`src/rtl/uart_pkg.sv`:
```
// rtl/uart_pkg.sv - shared state types and defaults for uart_buffered.
// The PARITY states exist only when UART_PARITY_EN is defined.
package uart_pkg;

  localparam int UART_DEFAULT_CLK_DIV = 434;

`ifdef UART_PARITY_EN
  typedef enum logic [2:0] {TX_IDLE, TX_START, TX_DATA, TX_PARITY, TX_STOP} tx_state_t;
  typedef enum logic [2:0] {RX_IDLE, RX_START, RX_DATA, RX_PARITY, RX_STOP} rx_state_t;
`else
  typedef enum logic [2:0] {TX_IDLE, TX_START, TX_DATA, TX_STOP} tx_state_t;
  typedef enum logic [2:0] {RX_IDLE, RX_START, RX_DATA, RX_STOP} rx_state_t;
`endif

endpackage

```
`src/rtl/uart_rx_fifo.sv`:
```
// rtl/uart_rx_fifo.sv - receive FIFO; a push into a full FIFO is accepted only
// when a pop happens in the same cycle.
module uart_rx_fifo #(
  parameter int WIDTH = 8,
  parameter int DEPTH = 4
) (
  input  logic                     clk,
  input  logic                     rst_n,
  input  logic                     push,
  input  logic [WIDTH-1:0]         push_data,
  input  logic                     pop,
  output logic                     valid,
  output logic [WIDTH-1:0]         head,
  output logic                     full,
  output logic [$clog2(DEPTH):0]   count
);

  localparam int PW = $clog2(DEPTH);
  localparam int CW = PW + 1;

  logic [WIDTH-1:0] mem [DEPTH];
  logic [PW-1:0]    rd_ptr;
  logic [PW-1:0]    wr_ptr;
  logic             do_push;
  logic             do_pop;

  assign valid   = (count != '0);
  assign full    = (count == CW'(DEPTH));
  assign do_pop  = pop & valid;
  assign do_push = push & (~full | do_pop);
  assign head    = valid ? mem[rd_ptr] : '0;

  always_ff @(posedge clk) begin
    if (do_push) mem[wr_ptr] <= push_data;
  end

  // Pointers are exactly log2(DEPTH) wide, so they wrap for free.
  always_ff @(posedge clk or negedge rst_n) begin
    if (!rst_n) begin
      rd_ptr <= '0;
      wr_ptr <= '0;
      count  <= '0;
    end else begin
      if (do_push) wr_ptr <= wr_ptr + 1'b1;
      if (do_pop)  rd_ptr <= rd_ptr + 1'b1;
      case ({do_push, do_pop})
        2'b10:   count <= count + 1'b1;
        2'b01:   count <= count - 1'b1;
        default: count <= count;
      endcase
    end
  end

endmodule

```
`src/rtl/uart_buffered.sv`:
```
// rtl/uart_buffered.sv - UART with CTS-gated transmitter and FIFO-buffered receiver.
// Define UART_PARITY_EN to add a parity bit (PARITY_ODD selects odd/even).
module uart_buffered
  import uart_pkg::*;
#(
  parameter int CLK_DIV       = UART_DEFAULT_CLK_DIV,
  parameter int DATA_BITS     = 8,
  parameter int RX_FIFO_DEPTH = 4,
  parameter int PARITY_ODD    = 0
) (
  input  logic                 clk,
  input  logic                 rst_n,
  input  logic                 tx_valid,
  input  logic [DATA_BITS-1:0] tx_data,
  output logic                 tx_ready,
  output logic                 tx,
  output logic                 tx_busy,
  input  logic                 rx,
  output logic                 rx_valid,
  output logic [DATA_BITS-1:0] rx_data,
  input  logic                 rx_pop,
  output logic                 rx_overflow,
  output logic                 rx_frame_err,
  output logic                 rx_parity_err,
  input  logic                 err_clear,
  input  logic                 cts_n,
  output logic                 rts
);

  localparam int CNT_W = $clog2(CLK_DIV);
  localparam int BIT_W = $clog2(DATA_BITS);
  localparam int FCW   = $clog2(RX_FIFO_DEPTH) + 1;

  if (CLK_DIV < 4 || DATA_BITS < 5 || DATA_BITS > 9 || RX_FIFO_DEPTH < 2 ||
      (RX_FIFO_DEPTH & (RX_FIFO_DEPTH - 1)) != 0 || (PARITY_ODD != 0 && PARITY_ODD != 1))
  begin : g_bad_params
    $error("uart_buffered: illegal parameter value");
  end

  tx_state_t            tx_state;
  logic [CNT_W-1:0]     tx_cnt;
  logic [BIT_W-1:0]     tx_bit;
  logic [DATA_BITS-1:0] tx_shift;
  logic                 tx_line;
  logic                 tx_tick;
`ifdef UART_PARITY_EN
  logic                 tx_par;
`endif

  assign tx_tick  = (tx_cnt == CNT_W'(CLK_DIV - 1));
  assign tx_ready = (tx_state == TX_IDLE) & ~cts_n;
  assign tx_busy  = (tx_state != TX_IDLE);
  assign tx       = tx_line;

  always_ff @(posedge clk or negedge rst_n) begin
    if (!rst_n) begin
      tx_state <= TX_IDLE;
      tx_cnt   <= '0;
      tx_bit   <= '0;
      tx_shift <= '0;
      tx_line  <= 1'b1;
`ifdef UART_PARITY_EN
      tx_par   <= 1'b0;
`endif
    end else begin
      if (tx_state != TX_IDLE) tx_cnt <= tx_tick ? '0 : tx_cnt + 1'b1;
      case (tx_state)
        TX_IDLE: if (tx_valid && tx_ready) begin
          tx_shift <= tx_data;
          tx_cnt   <= '0;
          tx_bit   <= '0;
          tx_line  <= 1'b0;
          tx_state <= TX_START;
`ifdef UART_PARITY_EN
          tx_par   <= (^tx_data) ^ (PARITY_ODD != 0);
`endif
        end
        TX_START: if (tx_tick) begin
          tx_line  <= tx_shift[0];
          tx_state <= TX_DATA;
        end
        TX_DATA: if (tx_tick) begin
          if (tx_bit == BIT_W'(DATA_BITS - 1)) begin
            tx_bit <= '0;
`ifdef UART_PARITY_EN
            tx_line  <= tx_par;
            tx_state <= TX_PARITY;
`else
            tx_line  <= 1'b1;
            tx_state <= TX_STOP;
`endif
          end else begin
            tx_bit   <= tx_bit + 1'b1;
            tx_shift <= tx_shift >> 1;
            tx_line  <= tx_shift[1];
          end
        end
`ifdef UART_PARITY_EN
        TX_PARITY: if (tx_tick) begin
          tx_line  <= 1'b1;
          tx_state <= TX_STOP;
        end
`endif
        TX_STOP: if (tx_tick) tx_state <= TX_IDLE;
        default: tx_state <= TX_IDLE;
      endcase
    end
  end

  rx_state_t            rx_state;
  logic                 rx_s1, rx_s2, rx_prev;
  logic [CNT_W-1:0]     rx_cnt;
  logic [BIT_W-1:0]     rx_bit;
  logic [DATA_BITS-1:0] rx_shift;
  logic                 rx_half, rx_full, stop_tick;
  logic                 push_pending;
  logic                 frame_set, parity_set, ovf_set;
  logic                 fifo_full;
  logic [FCW-1:0]       fifo_count;
`ifdef UART_PARITY_EN
  logic                 rx_par_bad;
`endif

  assign rx_half   = (rx_cnt == CNT_W'(CLK_DIV / 2 - 1));
  assign rx_full   = (rx_cnt == CNT_W'(CLK_DIV - 1));
  assign stop_tick = (rx_state == RX_STOP) & rx_full;
  assign frame_set = stop_tick & ~rx_s2;
`ifdef UART_PARITY_EN
  assign parity_set = stop_tick & rx_par_bad;
`else
  assign parity_set = 1'b0;
`endif
  assign ovf_set = push_pending & fifo_full & ~(rx_pop & rx_valid);

  always_ff @(posedge clk or negedge rst_n) begin
    if (!rst_n) begin
      rx_s1   <= 1'b1;
      rx_s2   <= 1'b1;
      rx_prev <= 1'b1;
    end else begin
      rx_s1   <= rx;
      rx_s2   <= rx_s1;
      rx_prev <= rx_s2;
    end
  end

  // A stop-bit error drops back to IDLE; a held-low line yields no new 1->0 edge.
  always_ff @(posedge clk or negedge rst_n) begin
    if (!rst_n) begin
      rx_state     <= RX_IDLE;
      rx_cnt       <= '0;
      rx_bit       <= '0;
      rx_shift     <= '0;
      push_pending <= 1'b0;
`ifdef UART_PARITY_EN
      rx_par_bad   <= 1'b0;
`endif
    end else begin
      push_pending <= 1'b0;
      if (rx_state != RX_IDLE) rx_cnt <= rx_cnt + 1'b1;
      case (rx_state)
        RX_IDLE: if (rx_prev && !rx_s2) begin
          rx_cnt   <= '0;
          rx_state <= RX_START;
        end
        RX_START: if (rx_half) begin
          rx_cnt   <= '0;
          rx_bit   <= '0;
          rx_state <= rx_s2 ? RX_IDLE : RX_DATA;
`ifdef UART_PARITY_EN
          rx_par_bad <= 1'b0;
`endif
        end
        RX_DATA: if (rx_full) begin
          rx_cnt   <= '0;
          rx_shift <= {rx_s2, rx_shift[DATA_BITS-1:1]};
          if (rx_bit == BIT_W'(DATA_BITS - 1)) begin
`ifdef UART_PARITY_EN
            rx_state <= RX_PARITY;
`else
            rx_state <= RX_STOP;
`endif
          end else begin
            rx_bit <= rx_bit + 1'b1;
          end
        end
`ifdef UART_PARITY_EN
        RX_PARITY: if (rx_full) begin
          rx_cnt     <= '0;
          rx_par_bad <= ((^rx_shift) ^ rx_s2) != (PARITY_ODD != 0);
          rx_state   <= RX_STOP;
        end
`endif
        RX_STOP: if (rx_full) begin
          rx_cnt   <= '0;
          rx_state <= RX_IDLE;
`ifdef UART_PARITY_EN
          push_pending <= rx_s2 & ~rx_par_bad;
`else
          push_pending <= rx_s2;
`endif
        end
        default: rx_state <= RX_IDLE;
      endcase
    end
  end

  // Setting wins over a same-cycle clear.
  always_ff @(posedge clk or negedge rst_n) begin
    if (!rst_n) begin
      rx_overflow   <= 1'b0;
      rx_frame_err  <= 1'b0;
      rx_parity_err <= 1'b0;
    end else begin
      if (ovf_set)         rx_overflow   <= 1'b1;
      else if (err_clear)  rx_overflow   <= 1'b0;
      if (frame_set)       rx_frame_err  <= 1'b1;
      else if (err_clear)  rx_frame_err  <= 1'b0;
      if (parity_set)      rx_parity_err <= 1'b1;
      else if (err_clear)  rx_parity_err <= 1'b0;
    end
  end

  uart_rx_fifo #(
    .WIDTH (DATA_BITS),
    .DEPTH (RX_FIFO_DEPTH)
  ) u_rx_fifo (
    .clk       (clk),
    .rst_n     (rst_n),
    .push      (push_pending),
    .push_data (rx_shift),
    .pop       (rx_pop),
    .valid     (rx_valid),
    .head      (rx_data),
    .full      (fifo_full),
    .count     (fifo_count)
  );

  assign rts = (fifo_count <= FCW'(RX_FIFO_DEPTH - 2));

endmodule
```
`config.mk`:
```
export PLATFORM = sky130hd
export DESIGN_NAME = uart_buffered
export DESIGN_NICKNAME = d
export VERILOG_FILES = /design/src/rtl/uart_pkg.sv /design/src/rtl/uart_rx_fifo.sv /design/src/rtl/uart_buffered.sv
export SDC_FILE = /design/constraint.sdc
export NUM_CORES = 1
export LEC_CHECK = 0
export BUFFER_PORTS_ARGS = -buffer_cell sky130_fd_sc_hd__buf_2
export CAP_MARGIN = 30
export CELL_PAD_IN_SITES_DETAIL_PLACEMENT = 2
export CELL_PAD_IN_SITES_GLOBAL_PLACEMENT = 2
export CORE_ASPECT_RATIO = 1.1
export CORE_MARGIN = 1
export CORE_UTILIZATION = 42
export DETAILED_ROUTE_END_ITERATION = 10
export PLACE_DENSITY_LB_ADDON = 0.1
export SYNTH_ARGS = -nofsm -noshare
export SYNTH_HDL_FRONTEND = slang
export SYNTH_SLANG_ARGS = --single-unit
```
`constraint.sdc`:
```
create_clock -name clk -period 2.9 [get_ports clk]
set_input_delay 0.58 -clock clk [delete_from_list [all_inputs] [get_ports clk]]
set_output_delay 0.58 -clock clk [all_outputs]
set_load 0.01 [all_outputs]
```
==> Word level (Yosys, flattened, before mapping) <==
Memory sizes are Yosys's and may differ from the RTL's.
Cells that the tools add are included.
{ "word_totals": {"inputBits": 15, "memories": 1, "register_bits": 60, "ramBits": 32} }
{ "op_classes": {"n_reduce_logical": 22, "eq_ne": 26, "n_bitwise": 12, "addsub": 8, "mux": 48, "n_lt_le_gt_ge": 1} }
{ "mem_list": {"columns": ["memory", "depth", "width", "read_ports", "rd_ports_with_merged_regs", "wr", "line", "text"], "rows": [
  ["u_rx_fifo.mem", 4, 8, 1, 0, 1, "uart_rx_fifo.sv:21", "logic [WIDTH-1:0] mem [DEPTH];"]
]} }
{ "op_table": {"columns": ["operator", "count"], "rows": [
  ["9-bit 2-to-1 mux", 8],
  ["3-bit 2-to-1 mux", 16],
  ["8-bit 2-to-1 mux", 4],
  ["9-bit one-hot mux with 3 select lines", 1],
  ["3-bit one-hot mux with 4 select lines", 2],
  ["2-bit != test (second input constant)", 11],
  ["9-bit by 1-bit adder with 9-bit output (second input constant)", 2],
  ["9-bit equality test (second input constant)", 2],
  ["3-bit one-hot mux with 2 select lines", 3],
  ["8-bit one-hot mux with 2 select lines", 1],
  ["3-bit by 2-bit equality test with 1-bit output (second input constant)", 4],
  ["4-bit AND reduction", 3],
  ["3-bit nonzero test", 4],
  ["1-bit 2-to-1 mux", 11],
  ["5-bit AND reduction", 2],
  ["2-bit nonzero test", 5],
  ["3-bit by 1-bit adder with 3-bit output (second input constant)", 3],
  ["3-bit equality test (second input constant)", 3],
  ["9-bit by 8-bit equality test with 1-bit output (second input constant)", 1],
  ["1-bit bitwise AND", 7],
  ["3-bit by 1-bit equality test with 1-bit output (second input constant)", 2],
  ["3-bit logical NOT", 2],
  ["2-bit by 1-bit adder with 2-bit output (second input constant)", 2],
  ["1-bit NOT", 4],
  ["13 further kinds", 14]
]} }

==> Depth between registers and ports, before layout <==
{ "logic_depth": {"word_depth": 6, "ltp_mapped": 10, "ltp_nobuf": 9} }

==> Hierarchy <==
A second synthesis with hierarchy kept.
{ "unflattened": {"cells_unflattened": 352, "area_unflattened_um2": 4515.6} }
{ "modules_own_cells": {"columns": ["mod", "seq_area_each_um2", "cells_each", "area_each_um2", "instances"], "rows": [
  ["uart_buffered", 1281.2, 249, 2796.4, 1],
  ["uart_rx_fifo", 1136.1, 103, 1719.1, 1]
]} }

==> Worst setup path before layout <==
No wires, ideal clock.
{ "synth_timing": {"path_kind": "input to register", "from": "input rx_pop", "to": "register u_rx_fifo.count[2]", "stages": 10, "arrival_time_ps": 2130, "path_buffers": 1, "required_time_ps": 2821, "slack_ps": 691, "cell_sequence": "nor4b_1 > nor2b_1 > clkbuf_1 > inv_1 > ha_1 > inv_1 > fa_1 > xor2_1 > nor2_1 > xor2_1"} }
{ "synth_between": {"elab_chain_cells": 5} }
{ "synth_lines": {"columns": ["element", "line", "text"], "rows": [
  ["from (decl)", "uart_buffered.sv:21", "input logic rx_pop,"],
  ["1-bit bitwise AND *", "uart_rx_fifo.sv:29", "assign do_pop = pop & valid;"],
  ["1-bit bitwise OR", "uart_rx_fifo.sv:30", "assign do_push = push & (~full | do_pop);"],
  ["1-bit bitwise AND", "uart_rx_fifo.sv:30", null],
  ["2-bit by 1-bit equality test with 1-bit output / 2-bit equality test (equally long branches)", "uart_rx_fifo.sv:46", "case ({do_push, do_pop})"],
  ["3-bit one-hot mux with 2 select lines / 2-bit nonzero test (equally long branches)", null, null],
  ["to (signal assigned)", "uart_rx_fifo.sv:47", "2'b10: count <= count + 1'b1;"],
  ["to (signal assigned)", "uart_rx_fifo.sv:48", "2'b01: count <= count - 1'b1;"],
  ["to (signal assigned)", "uart_rx_fifo.sv:49", "default: count <= count;"],
  ["to (decl)", "uart_rx_fifo.sv:15", "output logic [$clog2(DEPTH):0] count"]
]} }
Mark *: on every way between the ends. The rest lies on a longest branch, timed or not.
A chain may end at the register's enable or synchronous reset.

==> Worst setup path in the final report <==
{ "layout_timing": {"from": "register u_rx_fifo.rd_ptr[0]", "to": "output rx_data[2]"} }
{ "layout_between": {"elab_chain_cells": 2} }
{ "layout_lines": {"columns": ["element", "line", "text"], "rows": [
  ["from (decl)", "uart_rx_fifo.sv:22", "logic [PW-1:0] rd_ptr;"],
  ["from (signal assigned)", "uart_rx_fifo.sv:45", "if (do_pop) rd_ptr <= rd_ptr + 1'b1;"],
  ["memory read 4 x 8 bit", null, null],
  ["8-bit 2-to-1 mux", "uart_rx_fifo.sv:31", "assign head = valid ? mem[rd_ptr] : '0;"],
  ["to (decl)", "uart_buffered.sv:20", "output logic [DATA_BITS-1:0] rx_data,"]
]} }
No other way between the ends.

==> run_results.csv <==
group,metric,value,unit
global_routing,gr-total-overflow,0,
finish,syn2layout_area_growth,11.7,%
finish,antenna_cells,0,
yosys,syn_area,4430,sq um
global_routing,grt_usage,21.0,%
clock_tree,cts_htree_levels,3,
worst_setup_path,crit_chain,"mux4_2 -> and2_1 -> buf_2",
worst_setup_path,crit_slowest_cell,"dfrtp_1",
worst_setup_path,r2r_end,"rx_cnt[1]",
sta,tightest_slew,0.673,ns
clock_tree,cts_setup_buffers,0,
clock_tree,cts_inserted_buffers,9,
power_and_ir_drop,combPwrFrac,27.7,%
clock_tree,cts_tree,"built",
worst_setup_path,reg2reg_slack,0.57,ns
yosys,synthCells,353,
yosys,synth-seq-cells,90,
floorplanning,num_rows,38,
yosys,synth_xor_xnor_area_share,2.18,%
global_routing,grt_pass1_vias,3270,
routing,first_iter_violations,57,
yosys,syn_nets,387,
worst_setup_path,arrival,2.01,ns
routing,drt_wl_total,10500,um
placed_design,place.gp.congestion,0.747,
power_and_ir_drop,clockPowerShare,26.4,%
worst_setup_path,crit_buf_inv,1,
worst_setup_path,cp-start-kind,"register",
routing,first_pass_iters,4,
clock_tree,cts.sinks,90,
placed_design,dp.cells,512,
finish,drive_above_1_share,23.7,%
worst_setup_path,crit_family,"flip-flops",
placed_design,port_buffers,29,
clock_tree,clk-insertion-delay-late,0.36,ns
floorplanning,fp.dieH,110,um
yosys,seq_area_frac_synth,54.6,%
sta,drv_slew,0,
worst_setup_path,cp.depth,3,
floorplanning,coreArea,10000,sq um
yosys,yosys.cell_count.top_type,"dfrtp_1",
floorplanning,start_util,44.1,%
yosys,synth_top_family_by_area,"simple AND/OR/NAND/NOR gates",
yosys,yosys-top-cells-count,"dfrtp_1 (54), edfxtp_1 (32), inv_1 (24), nand2_1 (22), mux2_2 (19)",
clock_tree,clk_transition_reported_paths,0.09,ns
sta,rsz0062_at_grt,"no",
routing,ant_nets,0,
yosys,synth_simple_gate_area_share,12.3,%
worst_setup_path,crit_type,"register to primary output",
sta,slew_headroom,54.8,%
flow_run,drv_cap,0,
placed_design,dpl.hpwl,7020,um
yosys,synth-compound-area-share,10.0,%
sta,skew,0.00795,ns
floorplanning,die-area,11000,sq um
routing,wl_per_cell,19.8,um
floorplanning,die_w,99.9,um
routing,vias,2895,
worst_setup_path,cp-end-kind,"primary output",
sta,setup_viol,0,
worst_setup_path,cpPeakStageDelay,0.72,ns
yosys,synthAdderAreaFrac,5.54,%
yosys,yosys.cell_types.count,60,
yosys,muxShareOfSynthArea,12.0,%
hold_path,hp-class,"primary input to async pin",
power_and_ir_drop,p_int,2.45,mW
yosys,synth_top_cell_area_share,30.5,%
sta,min_period,2.59,ns
routing,vias_per_cell,5.48,
power_and_ir_drop,netSwitchingFraction,32.9,%
outcome,status,"finished clean",
clock_tree,cts_resized,0,
finish,layout.cells.non_filler,528,
power_and_ir_drop,power_switching,1.20,mW
sta,hold_violations,0,
clock_tree,clk_path_buf_depth,2,
worst_setup_path,path_max_fanout,10,
yosys,synthArstFlopShare,64.4,%
yosys,syn_area_per_cell,12.5,sq um
yosys,synth-edff-count,32,
power_and_ir_drop,peakVddDrop,0.312,mV
worst_setup_path,worst-r2r-cell-count,6,
worst_setup_path,required,2.32,ns
global_routing,grt_pass1_wl,17300,um
worst_setup_path,startpoint,"u_rx_fifo.rd_ptr[0]",
floorplanning,ios,31,
yosys,ys.warnings.count,0,
sta,clock.fmax,386,MHz
power_and_ir_drop,power.leakage,2.14,nW
global_routing,grt_max_degree,53,
power_and_ir_drop,total_power,3.66,mW
clock_tree,clockRootBuffer,"clkbuf_8",
worst_setup_path,timing.rr.start,"rx_cnt[0]",
yosys,yosysTopAreaCell,"dfrtp_1",
finish,nNetsFinal,417,
routing,drc,0,
global_routing,grt_antenna_before_repair,0,
power_and_ir_drop,seqPwrFrac,45.8,%
sta,period_share,89.4,%
yosys,synthFlopType,"dfrtp_1",
clock_tree,postCtsHoldBufs,0,
sta,finalSetupTns,0,ns
yosys,yosys-top-cells-area,"dfrtp_1 (31%), edfxtp_1 (22%), ha_1 (5.1%)",
worst_setup_path,crit_end,"rx_data[2]",
power_and_ir_drop,powerDensity,740,nW/um^2
[metal layers]
| layer | wire length (um) | GRT usage (%) |
|---|---|---|
| met1 | 4670 | 25.7 |
| met2 | 5420 | 37.3 |
| met3 | 252 | 4.07 |
| met4 | 119 | 6.41 |
| met5 | 0 | 0 |
[worst min path at each step]
stage | endpoint | cells after the start | from
final | u_rx_fifo.count[0] | 1 | rst_n
after global routing | u_rx_fifo.count[0] | 1 | rst_n
after CTS | u_rx_fifo.count[0] | 1 | rst_n
after detailed placement | rx_s2 | 0 | rx_s1
after global placement | rx_s2 | 0 | rx_s1
after floorplan | push_pending | 0 | rst_n
[cell type report]
class	count	area, sq um
fill	995	5090
clock buffer	11	141
inverter	24	90.1
multi-input combinational	226	1860
sequential	90	2420
timing repair buffer	32	180
tap	140	175
clock inverter	5	77.6
[placed cells by master (no fill, tap or decap), types with 3 or more instances in the layout]
cell / instances
ha_1: 18
xnor2_1: 6
a22o_1: 8
a21boi_0: 4
clkbuf_8: 10
mux2i_1: 3
mux2_2: 19
buf_2: 29
edfxtp_1: 32
nor2_1: 14
and2_1: 15
mux2_4: 7
mux4_2: 8
dfstp_2: 4
a21oi_1: 17
dfrtp_1: 54
inv_1: 24
a221o_1: 3
o22ai_1: 4
xor2_1: 5
or3_1: 3
nor3_1: 6
nor2b_1: 3
o21ai_0: 14
nand4_1: 8
nand2_1: 22
[registers in the layout, summed over array words and instances, names as in the netlist, 3 cells and up]
name,count
u_rx_fifo.mem,32
rx_bit,3
tx_cnt,9
u_rx_fifo.count,3
rx_cnt,9
tx_bit,3
tx_shift,8
rx_shift,8
[power by group through the flow]
| stage | Sequential [mW] | Combinational, mW | Clock [mW] |
|---|---|---|---|
| 2_1_floorplan | 1.62 | 0.768 | 0 |
| 3_3_place_gp | 1.69 | 0.946 | 0 |
| 3_5_place_dp | 1.70 | 1.00 | 0 |
| 4_1_cts | 1.68 | 1.04 | 0.995 |
| 5_1_grt | 1.70 | 1.13 | 1.03 |
| 6_report | 1.68 | 1.01 | 0.967 |
[cell families after synthesis]
| kind of cell | after synthesis |
|---|---|
| and+or+nand+nor | 92 |
| DFF | 90 |
| AOI/OAI and AO/OA | 66 |
| muxes | 37 |
| buffers and inverters | 37 |
| adders and majority gates | 19 |
| xor gates and xnor gates | 11 |
| other | 1 |
[through the flow]
stage	worst slack (ns)	utilization, %	cell area (sq um)	hold slack, ns
after floorplan	0.691	-	4430	0.284
after global placement	0.511	47.1	4720	0.346
after detailed placement	0.389	47.1	4720	0.353
after CTS	0.230	49.3	4940	0.0440
after global routing	0.151	49.3	4940	0.0399
final	0.307	49.3	4940	0.0525
Note: power is estimated with default switching activity, not from simulation.
